--- config.mk ---
export PLATFORM = sky130hd
export DESIGN_NAME = ps2_rx
export DESIGN_NICKNAME = d
export VERILOG_FILES = /design/src/rtl/ps2_rx.sv
export SDC_FILE = /design/constraint.sdc
export NUM_CORES = 1
export LEC_CHECK = 0
export ABC_AREA = 1
export ABC_CLOCK_PERIOD_IN_PS = 1500
export CAP_MARGIN = 10
export CORE_MARGIN = 2
export CORE_UTILIZATION = 53
export CTS_CLUSTER_DIAMETER = 120
export CTS_CLUSTER_SIZE = 20
export DETAILED_ROUTE_END_ITERATION = 8
export GPL_TIMING_DRIVEN = 0
export PLACE_DENSITY_LB_ADDON = 0.08
export SYNTH_ARGS = -nofsm -noshare
export SYNTH_HDL_FRONTEND = slang
export SYNTH_SLANG_ARGS = --single-unit
--- constraint.sdc ---
create_clock -name clk -period 1.5 [get_ports clk]
set_clock_uncertainty 0.15 [all_clocks]
set_input_delay 0.3 -clock clk [delete_from_list [all_inputs] [get_ports clk]]
set_output_delay 0.3 -clock clk [all_outputs]
set_load 0.1 [all_outputs]
--- src/rtl/ps2_rx.sv ---
// PS/2 device-to-host byte receiver: synchronizes and deglitches the PS/2 clock,
// shifts in an 11-bit frame on filtered falling edges and checks odd parity and stop.
module ps2_rx #(
   parameter int FILTER  = 8,
   parameter int TIMEOUT = 10000
) (
   input  logic       clk,
   input  logic       rst,
   input  logic       ps2c,
   input  logic       ps2d,
   output logic [7:0] data,
   output logic       valid,
   output logic       err,
   output logic       busy
);

   localparam int FW = (FILTER  > 1) ? $clog2(FILTER + 1)  : 1;
   localparam int TW = (TIMEOUT > 1) ? $clog2(TIMEOUT + 1) : 1;
   localparam logic [FW-1:0] FILT_LAST = FW'(FILTER - 1);
   localparam logic [TW-1:0] TO_LAST   = TW'(TIMEOUT - 1);
   localparam logic [TW-1:0] TO_MAX    = TW'(TIMEOUT);

   typedef enum logic [1:0] {
      IDLE,
      SHIFT,
      CHECK
   } state_t;

   state_t r_state;
   state_t w_state_nxt;

   logic          r_c_s1, r_c_s2, r_d_s1, r_d_s2;
   logic          r_filt, r_filt_d;
   logic [FW-1:0] r_filt_cnt;
   logic [9:0]    r_shift;
   logic [3:0]    r_bit_cnt;
   logic [TW-1:0] r_to_cnt;
   logic [7:0]    r_data;
   logic          r_valid, r_err;

   logic          w_strobe;
   logic [9:0]    w_frame;
   logic          w_last;
   logic          w_frame_ok;
   logic          w_timeout;
   logic          w_valid_nxt, w_err_nxt;

   // Synchronizers reset to the bus idle level so reset never looks like a falling edge.
   always_ff @(posedge clk or posedge rst) begin
      if (rst) begin
         r_c_s1 <= 1'b1;
         r_c_s2 <= 1'b1;
         r_d_s1 <= 1'b1;
         r_d_s2 <= 1'b1;
      end else begin
         // NOTE: sequential state uses non-blocking assignments so every flop samples pre-edge values.
         r_c_s1 <= ps2c;
         r_c_s2 <= r_c_s1;
         r_d_s1 <= ps2d;
         r_d_s2 <= r_d_s1;
      end
   end

   always_ff @(posedge clk or posedge rst) begin
      if (rst) begin
         r_filt     <= 1'b1;
         r_filt_d   <= 1'b1;
         r_filt_cnt <= '0;
      end else begin
         r_filt_d <= r_filt;
         if (r_c_s2 == r_filt) begin
            r_filt_cnt <= '0;
         end else if (r_filt_cnt == FILT_LAST) begin
            r_filt     <= r_c_s2;
            r_filt_cnt <= '0;
         end else begin
            r_filt_cnt <= r_filt_cnt + 1'b1;
         end
      end
   end

   assign w_strobe   = r_filt_d & ~r_filt;
   // Frame as it will look once the current bit is shifted in: [7:0] data, [8] parity, [9] stop.
   assign w_frame    = {r_d_s2, r_shift[9:1]};
   assign w_last     = (r_bit_cnt == 4'd9);
   assign w_frame_ok = (^w_frame[8:0]) & w_frame[9];
   assign w_timeout  = (r_to_cnt == TO_LAST) & ~w_strobe;

   always_ff @(posedge clk or posedge rst) begin
      if (rst) r_state <= IDLE;
      else     r_state <= w_state_nxt;
   end

   always_comb begin
      // NOTE: defaults first so every path assigns every output and no latch is inferred.
      w_state_nxt = r_state;
      w_valid_nxt = 1'b0;
      w_err_nxt   = 1'b0;
      case (r_state)
         IDLE: begin
            if (w_strobe && !r_d_s2) w_state_nxt = SHIFT;
         end
         SHIFT: begin
            if (w_strobe && w_last) begin
               w_state_nxt = CHECK;
               w_valid_nxt = w_frame_ok;
               w_err_nxt   = ~w_frame_ok;
            end else if (w_timeout) begin
               w_state_nxt = IDLE;
               w_err_nxt   = 1'b1;
            end
         end
         CHECK:   w_state_nxt = IDLE;
         default: w_state_nxt = IDLE;
      endcase
   end

   // The verdict is registered on the stop-bit strobe, so valid/err occupy the CHECK cycle.
   always_ff @(posedge clk or posedge rst) begin
      if (rst) begin
         r_shift   <= '0;
         r_bit_cnt <= '0;
         r_to_cnt  <= '0;
         r_data    <= 8'h00;
         r_valid   <= 1'b0;
         r_err     <= 1'b0;
      end else begin
         r_valid <= w_valid_nxt;
         r_err   <= w_err_nxt;
         if (w_valid_nxt) r_data <= w_frame[7:0];

         if (r_state == IDLE) begin
            r_shift   <= '0;
            r_bit_cnt <= '0;
         end else if (r_state == SHIFT && w_strobe) begin
            r_shift   <= w_frame;
            r_bit_cnt <= r_bit_cnt + 4'd1;
         end

         if (r_state != SHIFT || w_strobe) r_to_cnt <= '0;
         else if (r_to_cnt != TO_MAX)      r_to_cnt <= r_to_cnt + 1'b1;
      end
   end

   assign data  = r_data;
   assign valid = r_valid;
   assign err   = r_err;
   assign busy  = (r_state == SHIFT);

endmodule

Word level (Yosys, flattened, before mapping)

Index checks and enable logic that the tools add are counted.

Flip-flop bits (word level): 50
Bits of input ports: 4
Output and inout bits: 11
Logic and storage cells: 61

$add $sub $neg: 3
Equality and inequality tests: 9
Mux-type cells: 17
Bitwise operators: 7
Reduce and logical (&&, ||, !) cells: 11

Operators with widths:

| operator                | count |
|---|---|
| $mux W14                | 2 |
| $mux W10                | 2 |
| $mux W4                 | 4 |
| $add A14 B1 Y14 const B | 1 |
| $eq A14 B14 Y1 const B  | 1 |
| $ne A14 B14 Y1 const B  | 1 |
| $reduce_xor A9 Y1       | 1 |
| $add A4 B1 Y4 const B   | 2 |
| $mux W2                 | 3 |
| $mux W1                 | 5 |
| $eq A4 B3 Y1 const B    | 1 |
| $eq A4 B4 Y1 const B    | 1 |
| $not A1 Y1              | 4 |
| $pmux W2 S2             | 1 |
| $reduce_and A2 Y1       | 2 |
| $reduce_bool A2 Y1      | 2 |
| $and A1 B1 Y1           | 3 |
| $logic_and A1 B1 Y1     | 3 |
| $ne A3 B1 Y1 const B    | 1 |
| $eq A2 B1 Y1 const B    | 1 |
| $logic_not A2 Y1        | 1 |
| $ne A2 B1 Y1 const B    | 1 |
| $ne A2 B2 Y1 const B    | 1 |
| $eq A1 B1 Y1            | 1 |
| 2 further kinds         | 2 |

Logic depth before layout (Yosys ltp)

Gate-level depths: netlist (run 1).

Word-level depth: 7
Gate-level depth with buffers: 12
Gate-level depth less buffers: 12

Least setup slack after synthesis (run 1)

No wires, ideal clock.

Path kind: flip-flop to flip-flop
Start: register r_state[1]
End: register r_data[0] (netlist: data[0])
Setup time: 0.071 ns
Arrival time: 1.830 ns
Required time: 1.279 ns
Slack: -0.551 ns
Cell stages (with the launch flop): 5
Buffers on the path: 1
Clock period less this slack: 2.051 ns
Path through: dfrtp_1 nor2_4 clkbuf_1 nand4_1 nand2_1

Longest elaborated chain between the ends: 2

RTL lines:

| item                   | line | RTL |
|---|---|---|
| start, declared        | 29   | `state_t r_state;` |
| start signal, assigned | 91   | `else r_state <= w_state_nxt;` |
| $eq A2 B1 Y1           | n/a  |  |
| via busy               | 14   | `output logic busy` |
| $mux W1                | 99   | `case (r_state)` |
| end signal, assigned   | 130  | `if (w_valid_nxt) r_data <= w_frame[7:0];` |
| end, declared          | 38   | `logic [7:0] r_data;` |

The timed path passes the listed nets, and every way through them passes these cells.
A chain may end at the register's enable or synchronous reset.

Worst setup path in the final report (run 1)

Start: register r_filt_d
End: register r_data[0] (netlist: data[0])

Longest elaborated chain between the ends: 4

RTL lines:

| item                   | line | RTL |
|---|---|---|
| start, declared        | 33   | `logic r_filt, r_filt_d;` |
| start signal, assigned | 70   | `r_filt_d <= r_filt;` |
| $and A1 B1 Y1          | 82   | `assign w_strobe = r_filt_d & ~r_filt;` |
| $logic_and A1 B1 Y1    | 104  | `if (w_strobe && w_last) begin` |
| $mux W1                | 104  |  |
| $mux W1                | 99   |  |

No other way between the ends.

==> results.toml, run 1 <==
[drt]
wl_per_cell_um = 14.67
drtIter0Drc = 108
drcViolationCount = 0
ant_nets = 0
dr.pass1.iters = 4
finalWirelength_mm = 5.737
vias = 2089
via_per_inst = 5.343

[clock_tree]
clk_latency_ns = 0.30
cts_tree = "built"
clock_sinks = 49
htree_levels = 2
cts_root_buffer = "clkbuf_8"
path_clk_slew_ns = 0.09
cts_buffer_depth = 2
cts_made_buffers = 5

[timing]
setup_slack_ns = -0.2616
drv_slew = 0
setup_viol = 39
fin_crit_sh_pct = 117.4
fmax_ghz = 0.5677
grt_setup_unrepaired = "true"
max_slew_margin_pct = 31.34
hold_viol_final = 0
finalCriticalPeriod_ns = 1.762
worstMarginPinSlew_ns = 1.024

[critical_path]
required_ns = 1.55
start_kind = "flip-flop"
crit_top_cell = "nand2_1"
slowest_stage = "dfstp_2"
cp_slowest_stage_delay_ns = 0.54
crit_chain = "inv_2 > nor2_4 > nand4_1 > nor2_8 > nand3_4 > nand2_1 > nand2_1"
end_kind = "flip-flop"
arrival_ns = 1.81
path_max_fanout = 6
criticalPathCategory = "flip-flop to flip-flop"

[power_and_ir_drop]
p_comb_share_pct = 40.2
power.share.switching_pct = 36.71
power.total_mw = 3.940
p_seq_share_pct = 39.9
p_per_area_nw_per_um2 = 1168
pwr-share-clk_pct = 19.9
p_sw_mw = 1.446
vdd.ir_drop.worst_mv = 0.8153
p_leak_nw = 1.602
intPower_mw = 2.494

[logic_synthesis]
synth_edf_count = 0
yosysUniqueCellTypes = 30
syn-instance-count = 278
syn_nets = 287
synth_area_um2 = 2380
seq_area_frac_synth_pct = 51.84
ys_ff_latch = 49
syn_area_per_cell_um2 = 8.560
async_flop_share_pct = 100.0
ys_warn_count = 0
synthFlopType = "dfrtp_1"

[place]
gp_congestion = 0.7989
portBuffers = 14
place_ws_ns = -0.8621
dp_hpwl_mm = 3.052
placed_cell_area_um2 = 2597
place_inst = 344

[hold_path]
hold_class = "flip-flop to flip-flop"

[floorplan]
die_w_um = 71.01
dieArea_um2 = 5042
die_h_um = 71.01
core_um2 = 4354
top_level_ports = 15
initial_core_util_pct = 54.66
rows = 24

[global_routing]
antenna_found_initial = 0
grt_pass1_wl_mm = 8.625
grt_max_degree = 50
grt_pass1_vias = 2001
grt-ovfl-total = 0
grt_usage_pct = 21.58

[layout]
fin_nets = 347
layout-drive-gt1-share_pct = 48.67
area_growth_pct = 41.80
fin_area_um2 = 3374
stdcell_count = 391
antenna_cells = 0
fin_util_pct = 77.50

[outcome]
violations = "negative setup slack"
outcome = "finished, violations left"

[flow_run]
maxCapViolations = 0
cells in the mapped netlist (2+ instances only):
master,number,area share (%)
a21oi_1,7,1.5
buf_2,2,0.42
clkbuf_1,2,0.32
dfrtp_1,43,45
dfstp_2,6,6.6
ha_1,5,2.6
inv_1,41,6.5
inv_2,2,0.32
nand2_1,69,11
nand2_2,3,0.79
nand3_1,14,2.9
nand3_2,3,1.3
nand4_1,10,2.6
nor2_1,25,3.9
nor2_2,4,1.1
nor3_1,5,1.1
o21ai_0,10,2.1
o22ai_1,11,2.9
xnor2_1,2,0.74
xor2_1,4,1.5
flip-flops by register name, summed over array words and instances (netlist names):
name	flops
r_filt_cnt	4
r_c_s1	1
r_shift	9
r_to_cnt	14
r_d_s2	1
r_state	2
data	8
r_c_s2	1
r_bit_cnt	4
valid	1
err	1
r_filt	1
r_d_s1	1
r_filt_d	1
through the flow:
stage	setup TNS [ns]	hold slack [ns]
floorplan	-0.7495	0.1545
global placement	-16.47	0.1965
detailed placement	-17.04	0.1978
CTS	-4.232	0.2126
global route	-9.514	0.2182
finish	-6.037	0.2114
timing repair:
action                                  4_1_cts  5_1_grt
resized for setup                           111       80
gates cloned                                  3        1
pin swaps                                    23       26
hold buffers                                  0        0
endpoints found under the setup margin       45       41
setup buffers                                20       16
area by class of cell:
class	instances	area, um^2
tap	52	65.06
multi-input combinational	183	1306
fill	268	979.7
timing repair inverter	1	5.005
clock inverter	3	21.27
inverter	43	172.7
timing repair buffer	51	446.7
sequential	49	1240
clock buffer	5	68.82
buffer	4	48.80
worst paths after layout:
check / startpoint / endpoint / slack (ns) / cells after the start
max reg2reg: r_filt_d / data[0] / -0.26 / 7
max: r_filt_d / data[0] / -0.26 / 7
max in group asynchronous: rst / data[5] / 0.25 / 2
min: r_d_s1 / r_d_s2 / 0.21 / 0
min in group asynchronous: rst / data[2] / 0.33 / 2
min reg2reg: r_d_s1 / r_d_s2 / 0.21 / 0
cell usage in the layout, fill, tap and decap left out, drive strengths merged:
master / instances
nand2: 73
buf: 52
dfrtp: 43
inv: 43
nor2: 31
nand3: 19
o22ai: 11
o21ai: 11
nand4: 10
a21oi: 7
dfstp: 6
nor3: 6
clkbuf: 5
ha: 5
xor2: 4
clkdlybuf4s50: 3
clkinvlp: 3
xnor2: 2
mux2: 1
nor4: 1
and2: 1
a31o: 1
clkinv: 1
logic make-up (layout without fill, tap and decap cells):
kind of cell / count (synthesis) / after routing / share of synthesized area, %
mux: 1 / 1 / 0.4732
xor+xnor: 6 / 6 / 2.208
simple gates: 140 / 141 / 28.29
flops: 49 / 49 / 51.84
buf+inv: 47 / 107 / 7.519
compound gates: 30 / 30 / 7.045
fa+ha+maj: 5 / 5 / 2.629
worst max-delay path: cells and delay by family (launching register included):
kind,cells,cell delay (ns)
flops,1,0.54
simple gates,6,0.93
buf+inv,1,0.04
power groups by stage:
stage	logic, mW	clock network, mW	registers, mW
after global routing	1.70	0.839	1.58
after floorplan	0.643	0	1.56
after global placement	0.806	0	1.57
after detailed placement	0.825	0	1.58
final	1.58	0.786	1.57
after CTS	1.25	0.805	1.56
layer usage:
layer	vias up	wire, um	track usage, %
li1	1019	-	-
met4	0	69	8.386
met2	34	2964	35.51
met5	-	0	0
met3	9	167	4.416
met1	1027	2535	28.22
No activity file was read; power rests on OpenSTA's default activity.
==> run 2: changes to the inputs <==
--- a/config.mk
+++ b/config.mk
@@ -6,15 +6,16 @@
 export NUM_CORES = 1
 export LEC_CHECK = 0
 export ABC_AREA = 1
-export ABC_CLOCK_PERIOD_IN_PS = 1500
+export ABC_CLOCK_PERIOD_IN_PS = 1700
 export CAP_MARGIN = 10
 export CORE_MARGIN = 2
-export CORE_UTILIZATION = 53
+export CORE_UTILIZATION = 58
 export CTS_CLUSTER_DIAMETER = 120
 export CTS_CLUSTER_SIZE = 20
 export DETAILED_ROUTE_END_ITERATION = 8
 export GPL_TIMING_DRIVEN = 0
 export PLACE_DENSITY_LB_ADDON = 0.08
+export SKIP_CTS_REPAIR_TIMING = 1
 export SYNTH_ARGS = -nofsm -noshare
 export SYNTH_HDL_FRONTEND = slang
 export SYNTH_SLANG_ARGS = --single-unit
==> constraint.sdc (replaced) <==
create_clock -name clk -period 1.7 [get_ports clk]
set_clock_uncertainty 0.15 [all_clocks]
set_input_delay 0.34 -clock clk [delete_from_list [all_inputs] [get_ports clk]]
set_output_delay 0.34 -clock clk [all_outputs]
set_load 0.1 [all_outputs]
==> run 2 against run 1 <==
  * The run still ends with negative setup slack left
  * Register-to-register slack improved by 0.22 ns
  * Global-route usage down 0.89 points
  * Routed wire length decreased by 24%
  * Non-clock buffer count fell by 28
  * Sequential share of layout area grew 8.2 points
  * Count of clock-buffer cells in the layout grew 3
  * Via count is 13% lower
  * Design area decreased by 19%
  * First-iteration DRC count is 2.8% lower
  * Worst hold slack lost 0.037 ns
  * Utilization decreased by 8.3 points
  * Cell count shrank 8.2%
  * Critical endpoint is now busy
==> results.toml, run 2 (synthesis gave the netlist of run 1 again) <==
[outcome]
outcome = "finished, violations left"
violations = "negative setup slack"

[timing]
setup_slack_ns = -0.08189
fin_crit_sh_pct = 104.8
setup_viol = 9
hold_viol_final = 0
max_slew_margin_pct = 63.78
drv_slew = 0
grt_setup_unrepaired = "true"
worst_hold_slack_ns = 0.1744
worstMarginPinSlew_ns = 0.5457
fmax_ghz = 0.5612
fin_setup_tns_ns = -0.2867
finalCriticalPeriod_ns = 1.782

[layout]
largest_reg_flops = 14
fin_nets = 317
final_cell_mix = "nand2_1 (67), dfrtp_1 (41), inv_1 (39)"
mostFrequentLayoutCell = "nand2_1"
top_register = "r_to_cnt"
fin_util_pct = 69.22
area_growth_pct = 15.51
antenna_cells = 0
layout-drive-gt1-share_pct = 20.39
fill_cells = 336

[critical_path]
crit_end = "busy"
required_ns = 1.21
crit_chain = "nor2_4 > clkbuf_4 > buf_12"
crit_cells = 3
arrival_ns = 1.29
start_kind = "flip-flop"
startpoint = "r_state[1]"
worstReg2RegEnd = "data[3]"
reg2regPathDepth = 7
r2r_start = "r_filt_d"
cp_slowest_stage_delay_ns = 0.42
path_delay_family = "buffers and inverters"
path_buf_inv = 2
criticalPathCategory = "flip-flop to output pin"
end_kind = "output pin"
path_max_fanout = 10
slowest_stage = "dfrtp_1"
rrSetupSlack_ns = -0.04

[floorplan]
die_w_um = 68.06
top_level_ports = 15
rows = 23
core_um2 = 3971
initial_core_util_pct = 59.92
die_h_um = 68.06
dieArea_um2 = 4631

[clock_tree]
cts_buffer_depth = 2
clock_sinks = 49
clk_latency_ns = 0.30
cts_root_buffer = "clkbuf_8"
cts_tree = "built"
cts_made_buffers = 5
path_clk_slew_ns = 0.08
htree_levels = 2

[drt]
via_per_inst = 5.078
dr.pass1.iters = 4
ant_nets = 0
vias = 1823
drtIter0Drc = 105
finalWirelength_mm = 4.369
wl_per_cell_um = 12.17
drcViolationCount = 0

[global_routing]
antenna_found_initial = 0
grt_max_degree = 34
grt_pass1_wl_mm = 6.989
grt-ovfl-total = 0
grt_usage_pct = 20.69
grt_pass1_vias = 1585

[power_and_ir_drop]
power.total_mw = 2.808
p_leak_nw = 1.405
vdd.ir_drop.worst_mv = 0.7360
p_per_area_nw_per_um2 = 1021

[hold_path]
hold_class = "input port to asynchronous set/reset pin"

[place]
dp_hpwl_mm = 3.094
portBuffers = 14
gp_congestion = 0.8587

[flow_run]
maxCapViolations = 0
run 2: how the worst min path moves through the flow:
stage,to,slack (ns),from
3_5_place_dp,r_d_s2,0.20,r_d_s1
3_3_place_gp,r_d_s2,0.20,r_d_s1
2_1_floorplan,r_c_s1,0.19,ps2c
4_1_cts,valid,0.18,rst
6_report,valid,0.17,rst
5_1_grt,valid,0.21,rst
run 2: area by class of cell:
cell class	instances	area [um^2]	area share, %
sequential	49	1236	44.97
buffer	4	27.53	1.001
clock buffer	8	80.08	2.913
timing repair buffer	23	192.7	7.010
inverter	43	161.4	5.872
tap	50	62.56	2.276
multi-input combinational	182	988.4	35.96
run 2: routing by layer:
layer,track usage [%],up-vias,wire length [um]
met2,32.52,24,2063
met5,0,-,0
met3,6.414,5,158
met1,27.63,849,2091
met4,6.000,0,56
li1,-,945,-
run 2: worst register-to-register path: cells and delay by family, from the launching register on:
family        cells  cell delay (ns)
buf+inv           1             0.05
flops             1             0.52
simple gates      6             0.92
run 2: stage by stage:
step           instance area, um^2  instances  setup WS, ns
4_1_cts                       2684        351        -1.101
2_1_floorplan                 2381        278       0.04711
5_1_grt                       2749        359       -0.1470
6_report                      2749        359      -0.08189
3_3_place_gp                  2584        342       -0.8597
3_5_place_dp                  2604        343       -0.7588
run 2: where the power goes:
| group | total (mW) | switching (mW) | internal, mW |
|---|---|---|---|
| registers | 1.37 | 0.0837 | 1.28 |
| clock network | 0.643 | 0.351 | 0.293 |
| logic | 0.798 | 0.520 | 0.277 |
| total | 2.81 | 0.955 | 1.85 |
